File: src/rtl/Isa.sv
// Shared ISA types and fetch-stage defaults used by the fetch pipeline.
package Isa;

    localparam int ALU_W             = 16;
    localparam int ADDR_W            = 8;
    localparam int RESET_PC_DEFAULT  = 0;
    localparam int BUF_DEPTH_DEFAULT = 2;

    typedef logic [ALU_W-1:0] AluPacket;

    // One buffered fetch result at the default address width.
    typedef struct packed {
        AluPacket          instr;
        logic [ADDR_W-1:0] pc;
    } FetchEntry;

    typedef enum logic [1:0] {
        ST_RUN,
        ST_HOLD,
        ST_FLUSH
    } fetch_state_e;

endpackage

File: src/rtl/fetch_fifo.sv
// Circular buffer with synchronous clear; head entry is presented combinationally.
module fetch_fifo #(
    parameter  int WIDTH = 24,
    parameter  int DEPTH = 2,
    localparam int PTR_W = $clog2(DEPTH),
    localparam int CNT_W = PTR_W + 1
) (
    input  logic             clk,
    input  logic             rst_n,
    input  logic             clear_i,
    input  logic             push_i,
    input  logic             pop_i,
    input  logic [WIDTH-1:0] wdata_i,
    output logic [CNT_W-1:0] count_o,
    output logic [WIDTH-1:0] head_o
);

    logic [WIDTH-1:0] mem_q [DEPTH];
    logic [PTR_W-1:0] wr_ptr_q, rd_ptr_q;
    logic [CNT_W-1:0] count_q;

    // NOTE: state registers use non-blocking assignments so every flop samples pre-edge values.
    always_ff @(posedge clk or negedge rst_n) begin
        if (!rst_n) begin
            wr_ptr_q <= '0;
            rd_ptr_q <= '0;
            count_q  <= '0;
        end else if (clear_i) begin
            wr_ptr_q <= '0;
            rd_ptr_q <= '0;
            count_q  <= '0;
        end else begin
            if (push_i) wr_ptr_q <= wr_ptr_q + PTR_W'(1);
            if (pop_i)  rd_ptr_q <= rd_ptr_q + PTR_W'(1);
            count_q <= count_q + CNT_W'(push_i) - CNT_W'(pop_i);
        end
    end

    // NOTE: storage is not reset; validity is tracked by count_q alone.
    always_ff @(posedge clk) begin
        if (push_i && !clear_i) mem_q[wr_ptr_q] <= wdata_i;
    end

    assign count_o = count_q;
    assign head_o  = mem_q[rd_ptr_q];

    push_when_full_a: assert property (@(posedge clk) disable iff (!rst_n)
        !(push_i && !clear_i && count_q == CNT_W'(DEPTH)));

endmodule

File: src/rtl/instr_fetch.sv
// Instruction fetch: PC, credit-based RAM read issue, epoch-tagged response capture,
// and a valid/ready output buffer flushed on redirect.
module instr_fetch
    import Isa::*;
#(
    parameter int                    ADDR_WIDTH = ADDR_W,
    parameter int                    DATA_WIDTH = ALU_W,
    parameter logic [ADDR_WIDTH-1:0] RESET_PC   = ADDR_WIDTH'(RESET_PC_DEFAULT),
    parameter int                    BUF_DEPTH  = BUF_DEPTH_DEFAULT
) (
    input  logic                  i_clock,
    input  logic                  i_reset,
    input  logic                  i_enable,
    output logic                  o_mem_en,
    output logic [ADDR_WIDTH-1:0] o_mem_addr,
    input  logic [DATA_WIDTH-1:0] i_mem_rdata,
    input  logic                  i_redirect,
    input  logic [ADDR_WIDTH-1:0] i_redirect_pc,
    output logic                  o_valid,
    input  logic                  i_ready,
    output logic [DATA_WIDTH-1:0] o_instr,
    output logic [ADDR_WIDTH-1:0] o_pc
);

    localparam int CNT_W   = $clog2(BUF_DEPTH) + 1;
    localparam int OCC_W   = CNT_W + 1;
    localparam int ENTRY_W = DATA_WIDTH + ADDR_WIDTH;

    fetch_state_e          state_q, state_d;
    logic [ADDR_WIDTH-1:0] pc_q, pc_d;
    logic [ADDR_WIDTH-1:0] inflight_pc_q;
    logic                  inflight_q, inflight_epoch_q, epoch_q;
    logic [CNT_W-1:0]      count;
    logic [ENTRY_W-1:0]    head;
    logic [OCC_W-1:0]      occupancy;
    logic                  issue, push, pop;

    // NOTE: every combinational output gets a default first so no path infers a latch.
    always_comb begin
        state_d = state_q;
        unique case (state_q)
            ST_RUN:   if (!i_enable) state_d = ST_HOLD;
            ST_HOLD:  if (i_enable)  state_d = ST_RUN;
            ST_FLUSH: state_d = i_enable ? ST_RUN : ST_HOLD;
            default:  state_d = ST_RUN;
        endcase
        if (i_redirect) state_d = ST_FLUSH;
    end

    assign o_valid = (count != '0);
    assign pop     = o_valid && i_ready;
    // Stale-epoch responses and anything landing in the redirect cycle are dropped.
    assign push    = inflight_q && (inflight_epoch_q == epoch_q) && !i_redirect;

    // Credit: buffered words plus the outstanding read, less the one leaving now.
    always_comb begin
        occupancy = OCC_W'(count) + OCC_W'(inflight_q);
        if (pop) occupancy = occupancy - OCC_W'(1);
        issue = i_reset && (state_d == ST_RUN) && (occupancy < OCC_W'(BUF_DEPTH));
        pc_d  = pc_q;
        if (i_redirect)  pc_d = i_redirect_pc;
        else if (issue)  pc_d = pc_q + ADDR_WIDTH'(1);
    end

    always_ff @(posedge i_clock or negedge i_reset) begin
        if (!i_reset) begin
            state_q          <= ST_RUN;
            pc_q             <= RESET_PC;
            inflight_q       <= 1'b0;
            inflight_pc_q    <= '0;
            inflight_epoch_q <= 1'b0;
            epoch_q          <= 1'b0;
        end else begin
            state_q    <= state_d;
            pc_q       <= pc_d;
            inflight_q <= issue;
            if (issue) begin
                inflight_pc_q    <= pc_q;
                inflight_epoch_q <= epoch_q;
            end
            if (i_redirect) epoch_q <= ~epoch_q;
        end
    end

    fetch_fifo #(
        .WIDTH (ENTRY_W),
        .DEPTH (BUF_DEPTH)
    ) u_fifo (
        .clk     (i_clock),
        .rst_n   (i_reset),
        .clear_i (i_redirect),
        .push_i  (push),
        .pop_i   (pop),
        .wdata_i ({i_mem_rdata, inflight_pc_q}),
        .count_o (count),
        .head_o  (head)
    );

    assign o_mem_en   = issue;
    assign o_mem_addr = pc_q;
    assign o_instr    = o_valid ? head[ADDR_WIDTH +: DATA_WIDTH] : '0;
    assign o_pc       = o_valid ? head[0 +: ADDR_WIDTH] : '0;

endmodule
File: config.mk
export PLATFORM = sky130hd
export DESIGN_NAME = instr_fetch
export DESIGN_NICKNAME = d
export VERILOG_FILES = /design/src/rtl/Isa.sv /design/src/rtl/fetch_fifo.sv /design/src/rtl/instr_fetch.sv
export SDC_FILE = /design/constraint.sdc
export NUM_CORES = 1
export LEC_CHECK = 0
export CORE_ASPECT_RATIO = 0.8
export CORE_MARGIN = 2
export CORE_UTILIZATION = 51
export DETAILED_ROUTE_END_ITERATION = 6
export PLACE_DENSITY = 0.81
export SYNTH_ARGS = -nofsm -noshare
export SYNTH_HDL_FRONTEND = slang
export SYNTH_HIERARCHICAL = 1
export SYNTH_SLANG_ARGS = --single-unit
File: constraint.sdc
create_clock -name i_clock -period 3.5 [get_ports i_clock]
set_input_delay 0.7 -clock i_clock [delete_from_list [all_inputs] [get_ports i_clock]]
set_output_delay 0.7 -clock i_clock [all_outputs]
set_load 0.02 [all_outputs]
-- After elaboration in Yosys (flattened, before gate mapping)
Memory sizes are Yosys's and may differ from the RTL's.
Cells that the tools add are included.
- flip-flop bits (word level): 25
- bits in writable memories: 48
- input port bits: 29
- output and inout port bits: 34
- logic and storage cells: 52
- memories kept: 1
- memory list (name ; depth ; bits a word ; read ports ; clocked after Yosys merged registers in ; write ports ; RTL line ; source):
    u_fifo.mem_q ; 2 ; 24 ; 1 ; 0 ; 1 ; fetch_fifo.sv:18 ; logic [WIDTH-1:0] mem_q [DEPTH];
- add/sub/neg operators: 7
- $lt $le $gt $ge: 1
- equality and inequality tests: 3
- mux-type cells: 17
- bitwise logic cells: 1
- reductions and logical operators: 13
- operator list (cell ; number):
    8-bit two-way mux ; 3
    16-bit two-way mux ; 1
    8-bit by 1-bit adder with 8-bit output (second input constant) ; 1
    2-bit two-way mux ; 4
    2-bit nonzero test ; 4
    1-bit two-way mux ; 7
    1-bit logical AND ; 6
    2-bit case mux with 3 select lines ; 1
    2-bit zero test ; 2
    2-bit by 1-bit adder with 3-bit output ; 1
    3-bit by 2-bit < comparator with 1-bit output (second input constant) ; 1
    3-bit two-way mux ; 1
    3-bit by 1-bit subtractor with 3-bit output (second input constant) ; 1
    1-bit adder (second input constant) ; 2
    2-bit by 1-bit adder with 2-bit output ; 1
    2-bit by 1-bit equality test with 1-bit output (second input constant) ; 1
    2-bit equality test (second input constant) ; 1
    2-bit by 1-bit subtractor with 2-bit output ; 1
    1-bit equality test ; 1
    1-bit zero test ; 1
    1-bit NOT ; 1

-- Depth between registers and ports, before layout
Gate-level depths: netlist of the first run.
- word-level depth: 8
- depth in mapped cells: 9
- mapped depth without buffers: 9

-- Cells and area by module
The synthesis of the first run kept the hierarchy.
- by module, submodules not included (module ; times used ; cells each ; area an instance (µm²) ; seq. area each (µm²)):
    fetch_fifo ; 1 ; 92 ; 2040.7 ; 1541.5
    instr_fetch ; 1 ; 116 ; 1191.1 ; 525.5

-- Worst setup path before layout of the first run
No wires, ideal clock.
- path kind: input -> register
- start: input i_redirect
- end: memory u_fifo.mem_q[0][0], enable pin
- arrival: 3.349 ns
- setup slack: -0.290 ns
- cell stages on the path: 4
- buffers on the path: 2
- cells stage by stage: clkbuf_1 clkbuf_1 nor3b_1 nor3b_1
- longest elaborated chain between the ends: 5
- ends and longest elaborated chain (item ; RTL line ; source):
    start: declaration ; instr_fetch.sv:17 ; input logic i_redirect,
    1-bit zero test ; instr_fetch.sv:53 ; assign push = inflight_q && (inflight_epoch_q == epoch_q) && !i_redirect;
    1-bit logical AND ; instr_fetch.sv:53 ;
    named net push ; instr_fetch.sv:36 ; logic issue, push, pop;
    1-bit logical AND ; fetch_fifo.sv:41 ; if (push_i && !clear_i) mem_q[wr_ptr_q] <= wdata_i;
    1-bit two-way mux ; fetch_fifo.sv:41 ;
    1-bit two-way mux (not written as such) ; fetch_fifo.sv:41 ;
    end: declaration ; fetch_fifo.sv:18 ;
The timed path passes the listed nets, and every way through them passes these cells.

-- Worst setup path after layout of the first run
- start: register u_fifo.count_q[0] (netlist: u_fifo/count_o[0])
- end: output o_mem_en
- longest elaborated chain between the ends: 5
- elaborated cells between the ends (all ways): 7
- those cells by class: 2 x add/sub; 1 x order compare; 1 x mux; 3 x reduce/logical
- ends and longest elaborated chain (item ; RTL line ; source):
    start: declaration ; fetch_fifo.sv:20 ; logic [CNT_W-1:0] count_q;
    start signal: assignment ; fetch_fifo.sv:35 ; count_q <= count_q + CNT_W'(push_i) - CNT_W'(pop_i);
    2-bit by 1-bit adder with 3-bit output / 2-bit nonzero test (equally long branches) ; instr_fetch.sv:57, instr_fetch.sv:50 ;
    3-bit by 1-bit subtractor with 3-bit output / 1-bit logical AND (equally long branches) ; instr_fetch.sv:58, instr_fetch.sv:51 ;
    3-bit two-way mux * ; instr_fetch.sv:58 ; if (pop) occupancy = occupancy - OCC_W'(1);
    3-bit by 2-bit < comparator with 1-bit output * ; instr_fetch.sv:59 ; issue = i_reset && (state_d == ST_RUN) && (occupancy < OCC_W'(BUF_DEPTH));
    1-bit logical AND * ; instr_fetch.sv:59 ;
    end: declaration ; instr_fetch.sv:14 ; output logic o_mem_en,
Every way passes the cells marked *; elsewhere a longest branch is shown, timed or not.

==> results of run 1 <==
-- cell type report --
class | instances | share of cell area
well taps | 81 | 0.02454
repair buffers | 72 | 0.1690
inverters | 6 | 0.005453
flip-flops and latches | 73 | 0.5005
multi-input cells | 121 | 0.2630
clock inverters | 5 | 0.005756
clock buffers | 11 | 0.03181
-- cell usage after synthesis --
| cell | number |
|---|---|
| edfxtp_1 | 48 |
| dfrtp_1 | 25 |
| nor2b_1 | 25 |
| mux2_4 | 19 |
| mux2_2 | 15 |
| xnor2_1 | 8 |
| nand2_1 | 7 |
| ha_1 | 6 |
| inv_1 | 6 |
| nor2_1 | 6 |
| o21ai_0 | 6 |
| clkbuf_1 | 5 |
| nand3_1 | 5 |
| nor4_1 | 5 |
| nor3b_1 | 3 |
| xor2_1 | 3 |
| and3_1 | 2 |
| buf_12 | 2 |
| mux2i_1 | 2 |
| a21o_1 | 1 |
| a221o_1 | 1 |
| and3b_1 | 1 |
| buf_6 | 1 |
| nor3_1 | 1 |
| nor4_4 | 1 |
| nor4b_1 | 1 |
| o211ai_1 | 1 |
| o21ai_2 | 1 |
| xnor3_1 | 1 |
-- path summary, 6_finish.rpt --
path	from	endpoint	slack, ns	depth (start not counted)
hold reg to reg	inflight_pc_q[3]	u_fifo/mem_q[0][3]	0.47	0
setup reg to reg	u_fifo/count_o[0]	o_mem_addr[6]	0.99	10
hold / removal	inflight_pc_q[3]	u_fifo/mem_q[0][3]	0.47	0
max in group asynchronous	i_reset	inflight_pc_q[4]	2.49	2
setup / recovery	u_fifo/count_o[0]	o_mem_en	0.50	8
min in group asynchronous	i_reset	state_q[0]	0.76	2
-- flip-flops by register name, summed over array words and instances (netlist names) --
name / count
u_fifo/mem_q: 48
inflight_pc_q: 8
o_mem_addr: 8
state_q: 2
u_fifo/count_o: 2
epoch_q: 1
inflight_epoch_q: 1
inflight_q: 1
u_fifo/rd_ptr_q: 1
u_fifo/wr_ptr_q: 1
-- stage by stage --
step / setup slack, ns / cell area (um2) / utilization
final: 0.4980 / 4130 / 0.6877
after global routing: 0.3142 / 4130 / 0.6877
after CTS: 0.07745 / 4128 / 0.6873
after detailed placement: 0.3632 / 3973 / 0.6615
after global placement: 0.3842 / 3973 / 0.6615
after floorplan: 0.5497 / 3237 / -
-- worst max-delay path, cell delays in order, from the launching register on --
cell	delay [ns]
dfrtp_1	0.44
ha_1	0.21
ha_1	0.26
inv_1	0.07
ha_1	0.15
o211ai_1	0.09
xnor2_1	0.21
nor4_4	0.26
dlymetal6s2s_1	0.26
-- kinds of logic (layout without fill, tap and decap cells) --
logic type	Yosys count	in the layout	synth area share
XOR/XNOR	12	12	0.03678
flip-flops	73	73	0.6396
buffers and inverters	14	94	0.02865
adder cells (fa/ha/maj)	6	6	0.02323
multiplexers	36	36	0.1467
AND/OR/NAND/NOR	57	57	0.1053
AO/OA/AOI/OAI	10	10	0.01975
-- power breakdown --
group / switching, mW / internal, mW / total (mW) / leakage [nW]
clock network: 0.281 / 0.249 / 0.530 / 0.0758
logic: 0.520 / 0.552 / 1.07 / 0.748
registers: 0.0912 / 1.05 / 1.14 / 0.744
total: 0.892 / 1.85 / 2.74 / 1.57
-- metal layers --
metal / part of all wire / up-vias
met2: 0.52 / 53
met1: 0.42 / 906
met5: 0 / -
met4: 0.022 / 0
met3: 0.040 / 11
li1: - / 899
==> impl_metrics.ini, run 1 <==
[sta]
hold-worst-slack_ns = 0.4727
hold_viol_final = 0
fin_crit_ns = 3.002
slew_headroom = 0.6351
fin_skew_ns = 0.004315
finalSetupViolCount = 0
period_share = 0.8577
rsz0062_at_grt = false
tns_ns = 0
max_freq_mhz = 333.1
slew_viol_final = 0
worst_pin_slew_ns = 0.5461

[clock_tree]
numClockSinks = 73
clk_pin_slew_ns = 0.07
cts_resized = 0
cts_tree = done
root_buffer = clkbuf_8
clk-insertion-delay-late_ns = 0.33
post-cts-setup-buffer-count = 0
ctsHoldBuffers = 0
cts_inserted_buffers = 9
htree_levels = 3
clk_path_buf_depth = 2

[floorplan]
rows = 25
initial_core_util = 0.5381
fp.coreArea_um2 = 6006
die_y_um = 75.20
die_x_um = 93
ios = 63
die-area_um2 = 6994

[critical_path]
cp_max_fo = 5
crit_path_end_kind = output pin
critPathLaunchType = flip-flop
cp.arrival_ns = 2.30
required_ns = 2.80
critPathKind = flip-flop to output pin

[place]
io_buffers = 62
place.gp.congestion = 0.8082
dp_cells = 353
dpl.hpwl_um = 3780

[global_routing]
grtUsageMet3 = 0.05906
grt.busiest_layer = met2
grt_pass1_wl_um = 9039
grt-ovfl-total = 0
grt_pass1_vias = 1895
met2_usage = 0.3060
grt_use_total = 0.1765
antenna_found_initial = 0
met1_usage = 0.2052
grt_max_degree = 27

[yosys]
synth_top_area_cell = edfxtp_1
synth_cell_type_count = 29
yosysSeqAreaShare = 0.6396
synth.area.top_cells = edfxtp_1 (45%), dfrtp_1 (19%), mux2_4 (8.8%)
synth.top_cell.area_share = 0.4460
yosysWarnings = 6
syn_inst = 208
synth_area_per_cell_um2 = 15.54
syn_nets = 243
synth_area_um2 = 3232
synth_seq_cells = 73

[finish]
multi_input_area_um2 = 1086
final_cells = 369
fill_cells = 425
final_common_cell = clkdlybuf4s50_1
num_antenna_cells = 0
final_nets = 318
final_cell_mix = clkdlybuf4s50_1 (61), edfxtp_1 (48), nor2b_1 (25), dfrtp_1 (25), mux2_4 (19)
drive_above_1_share = 0.2049
layout.area.seq_um2 = 2067
area_growth_pct = 27.80

[pwr]
p_leak_nw = 1.568
finalPower_mw = 2.742
power_density_nw_per_um2 = 663.8
ir_drop_uv = 341.0

[drt]
avgViaCountPerCell = 5.065
ant_nets = 0
wl_um = 5707
vias = 1869
wl_per_cell_um = 15.47
initialDrtViolationCount = 121
drcViolationCount = 0
dr.pass1.iters = 4

[run_status]
status = complete, no violations

[min_path]
worst_hold_path_type = flip-flop to flip-flop

[flow_run]
max-cap-violations = 0
Power figures use the tool's default switching activity.
==> run 2, diff against run 1 <==
CORE_UTILIZATION = 53   (was 51)
CTS_BUF_LIST = sky130_fd_sc_hd__clkbuf_8   (was default)
TNS_END_PERCENT = 1   (was default)
==> impl_metrics.ini, run 2 (synthesis gave the netlist of run 1 again) <==
[global_routing]
grt_max_degree = 27
grt_pass1_vias = 1889
grt_pass1_wl_um = 8935
met2_usage = 0.2963
grtUsageMet3 = 0.05538
grt_use_total = 0.1803
grt.busiest_layer = met2
antenna_found_initial = 0
met1_usage = 0.2219
grt-ovfl-total = 0

[critical_path]
critPathLaunchType = flip-flop
cp_max_fo = 5
crit_top_cell = ha_1
slowest_stage = dfrtp_1
critPathKind = flip-flop to output pin
crit_family = adder cells
slowest_delay_ns = 0.44
cp_num_buf_inv = 2
required_ns = 2.80
cp.arrival_ns = 2.31
crit_path_end_kind = output pin
critical_path.cell_chain = ha_1, ha_1, inv_1, ha_1, o211ai_1, xnor2_1, nor4_4, dlymetal6s2s_1

[place]
io_buffers = 62
dpl.hpwl_um = 3812
place.gp.congestion = 0.7637

[drt]
wl_um = 5493
avgViaCountPerCell = 5.014
wl_per_cell_um = 14.89
drcViolationCount = 0
vias = 1850
initialDrtViolationCount = 109
ant_nets = 0
dr.pass1.iters = 4

[finish]
num_antenna_cells = 0
final_common_cell = clkdlybuf4s50_1
largest_register_ff_count = 48
drive_above_1_share = 0.2188
final_nets = 319
top_register = u_fifo/mem_q
area_growth_pct = 28.92
final_cell_mix = clkdlybuf4s50_1 (61), edfxtp_1 (48), nor2b_1 (25), dfrtp_1 (25), mux2_4 (19)

[sta]
finalSetupViolCount = 0
worst_pin_slew_ns = 0.6449
max_freq_mhz = 332.4
tns_ns = 0
period_share = 0.8595
hold_viol_final = 0
fin_crit_ns = 3.008
rsz0062_at_grt = false
slew_headroom = 0.5691
hold-worst-slack_ns = 0.4773
fin_skew_ns = 0.007201
slew_viol_final = 0

[pwr]
ir_drop_uv = 376.2
switching_power_mw = 0.8890
p_leak_nw = 1.590
p_sw_frac = 0.3168
power_density_nw_per_um2 = 673.6
comb_power_share = 0.373
power_frac_clock = 0.219
finalPower_mw = 2.806
p_int_mw = 1.918
sequentialPowerShare = 0.408

[clock_tree]
cts_resized = 0
ctsHoldBuffers = 0
clk_path_buf_depth = 2
cts_inserted_buffers = 9
post-cts-setup-buffer-count = 0
root_buffer = clkbuf_8
clk_pin_slew_ns = 0.07
numClockSinks = 73
cts_tree = done
htree_levels = 3
clk-insertion-delay-late_ns = 0.34

[min_path]
worst_hold_path_type = flip-flop to flip-flop

[floorplan]
ios = 63
initial_core_util = 0.5467
rows = 25
die-area_um2 = 6742
die_x_um = 91.31
die_y_um = 73.85
fp.coreArea_um2 = 5912

[flow_run]
max-cap-violations = 0

[run_status]
status = complete, no violations
run 2: layout make-up:
cell class	count	area, um2
flip-flops and latches	73	2067
fillers	404	1745
multi-input cells	121	1086
repair buffers	73	705.7
clock buffers	9	123.9
well taps	81	101.3
clock inverters	6	60.06
inverters	6	22.52
run 2: routing by layer:
metal  up-vias  part of all wire
met1       876              0.43
met3        12             0.049
met5         -                 0
met4         0             0.023
li1        903                 -
met2        59              0.49
run 2: power by group through the flow:
stage	sequential (mW)	clock (mW)	combinational (mW)
2_1_floorplan	1.14	0	0.677
3_3_place_gp	1.15	0	1.03
3_5_place_dp	1.16	0	1.06
4_1_cts	1.15	0.629	1.06
5_1_grt	1.16	0.658	1.13
6_report	1.14	0.615	1.05
run 2: worst paths after layout:
kind | startpoint | end | slack, ns | cells past startpoint
max in group asynchronous | i_reset | o_mem_addr[2] | 2.52 | 2
worst max-delay path | u_fifo/count_o[0] | o_mem_en | 0.49 | 8
min in group asynchronous | i_reset | inflight_pc_q[7] | 0.74 | 2
worst min register to register | inflight_pc_q[1] | u_fifo/mem_q[0][1] | 0.48 | 0
worst min-delay path | inflight_pc_q[1] | u_fifo/mem_q[0][1] | 0.48 | 0
worst max register to register | u_fifo/count_o[0] | o_mem_addr[5] | 1.03 | 10
run 2: worst reg2reg max path: stages (launching register included):
cell	delay, ns
dfrtp_1	0.44
ha_1	0.21
ha_1	0.26
inv_1	0.09
ha_1	0.14
o211ai_1	0.10
xnor2_1	0.19
buf_4	0.18
nor4_1	0.36
xor2_1	0.12
mux2_2	0.27
run 2: stage by stage:
step / cells / setup slack, ns / cell area, um2 / util
floorplan: 208 / 0.5497 / 3237 / -
global placement: 354 / 0.3913 / 3980 / 0.6732
detailed placement: 354 / 0.3656 / 3980 / 0.6732
CTS: 369 / 0.09055 / 4164 / 0.7043
global route: 369 / 0.3382 / 4167 / 0.7048
finish: 369 / 0.4919 / 4167 / 0.7048
==> run 3, diff against run 2 <==
clock period = 2.9 ns   (was 3.5 ns; I/O delays follow)
==> impl_metrics.ini, run 3 (synthesis gave the netlist of run 1 again) <==
[run_status]
status = complete, no violations

[sta]
hold_viol_final = 0
slew_headroom = 0.7459
slew_viol_final = 0
fin_crit_ns = 2.738
finalSetupViolCount = 0
worst_pin_slew_ns = 0.3705
max_freq_mhz = 365.3
tns_ns = 0
period_share = 0.9441
rsz0062_at_grt = false
fin_skew_ns = 0.005237

[clock_tree]
numClockSinks = 73
root_buffer = clkbuf_8
clk-insertion-delay-late_ns = 0.34
clk_path_buf_depth = 2
cts_tree = done
clk_pin_slew_ns = 0.07
htree_levels = 3
post-cts-setup-buffer-count = 0
cts_inserted_buffers = 9

[place]
place.gp.congestion = 0.7575
dpl.hpwl_um = 3794
io_buffers = 62
post_dp_cell_area_um2 = 4025

[drt]
wl_um = 5493
dr.pass1.iters = 4
drcViolationCount = 0
wl_per_cell_um = 14.81
avgViaCountPerCell = 5.013
ant_nets = 0
initialDrtViolationCount = 86
vias = 1860

[global_routing]
grt_use_total = 0.1761
grt_max_degree = 27
grt_pass1_vias = 1802
antenna_found_initial = 0
grt_pass1_wl_um = 8721
grt-ovfl-total = 0

[pwr]
p_leak_nw = 1.604
ir_drop_uv = 453.6
power_density_nw_per_um2 = 814.2

[critical_path]
timing.reg2reg.setup_slack_ns = 0.50
cp_max_fo = 21
cp.arrival_ns = 2.16
reg2regPathDepth = 10
slowest_stage = clkdlybuf4s50_1
slowest_delay_ns = 0.55
critical_path.cell_chain = buf_12, mux2_2, nor2b_1, clkdlybuf4s50_1
critPathKind = flip-flop to output pin
crit_family = buffers and inverters
critPathLaunchType = flip-flop
required_ns = 2.32
cp.depth = 4
cp_num_buf_inv = 2
crit_path_end_kind = output pin

[finish]
final_cell_mix = clkdlybuf4s50_1 (61), edfxtp_1 (48), nor2b_1 (25), dfrtp_1 (25), mux2_4 (19)
area_growth_pct = 30.70
final_nets = 320
num_antenna_cells = 0
fill_cells = 399
final_common_cell = clkdlybuf4s50_1
finish.instance_area_um2 = 4224
largest_register_ff_count = 48
drive_above_1_share = 0.2345
top_register = u_fifo/mem_q

[floorplan]
die_y_um = 73.85
die_x_um = 91.31
rows = 25
die-area_um2 = 6742
fp.coreArea_um2 = 5912
initial_core_util = 0.5467
ios = 63

[min_path]
worst_hold_path_type = flip-flop to flip-flop
whs_path_depth = 0

[flow_run]
max-cap-violations = 0
[run 3: changes by cell type in the layout (fill, tap and decap cells not counted), sizes merged]
cell / change
buf: +2
inv: +1
dlymetal6s2s: -1
[run 3: power by group]
part / switching (mW) / internal [mW] / leakage [nW]
Sequential: 0.124 / 1.26 / 0.744
Combinational: 0.606 / 0.686 / 0.760
Clock: 0.362 / 0.396 / 0.0994
[run 3: metrics by stage]
stage          utilization  power, mW  instances  setup slack [ns]  hold WS (ns)
2_1_floorplan            -      2.198        208           0.06974        0.2844
3_3_place_gp        0.6808      2.662        355           0.03575        0.4482
3_5_place_dp        0.6808      2.709        355          0.002373        0.4643
4_1_cts             0.7139      3.471        371           0.01145        0.4802
5_1_grt             0.7145      3.625        371          0.003853        0.4985
6_report            0.7145      3.439        371            0.1622        0.4787
[run 3: worst paths after layout]
path	start	endpoint
worst min register to register	inflight_pc_q[1]	u_fifo/mem_q[1][1]
worst min-delay path	inflight_pc_q[1]	u_fifo/mem_q[1][1]
worst max-delay path	u_fifo/rd_ptr_q	o_instr[15]
max in group asynchronous	i_reset	u_fifo/rd_ptr_q
worst max register to register	inflight_q	o_mem_addr[5]
min in group asynchronous	i_reset	o_mem_addr[1]
[run 3: metal layers]
metal	vias up	global-route usage	routed length, um
li1	907	-	-
met2	58	0.2782	2680
met5	-	0	0
met1	891	0.2203	2464
met4	0	0.06734	49
met3	4	0.07282	298
[run 3: timing repair]
action                     4_1_cts  5_1_grt
resized for setup                3        3
hold buffers                     0        0
setup endpoints to repair        1        1
pin swaps                        0        0
[run 3: area by class of cell]
type,count,area [um2],share of cell area
inverter,6,22.52,0.005332
timing repair buffer,74,745.7,0.1765
clock buffer,9,123.9,0.02932
clock inverter,7,70.07,0.01659
tap,81,101.3,0.02399
sequential,73,2067,0.4893
multi-input combinational,121,1094,0.2589
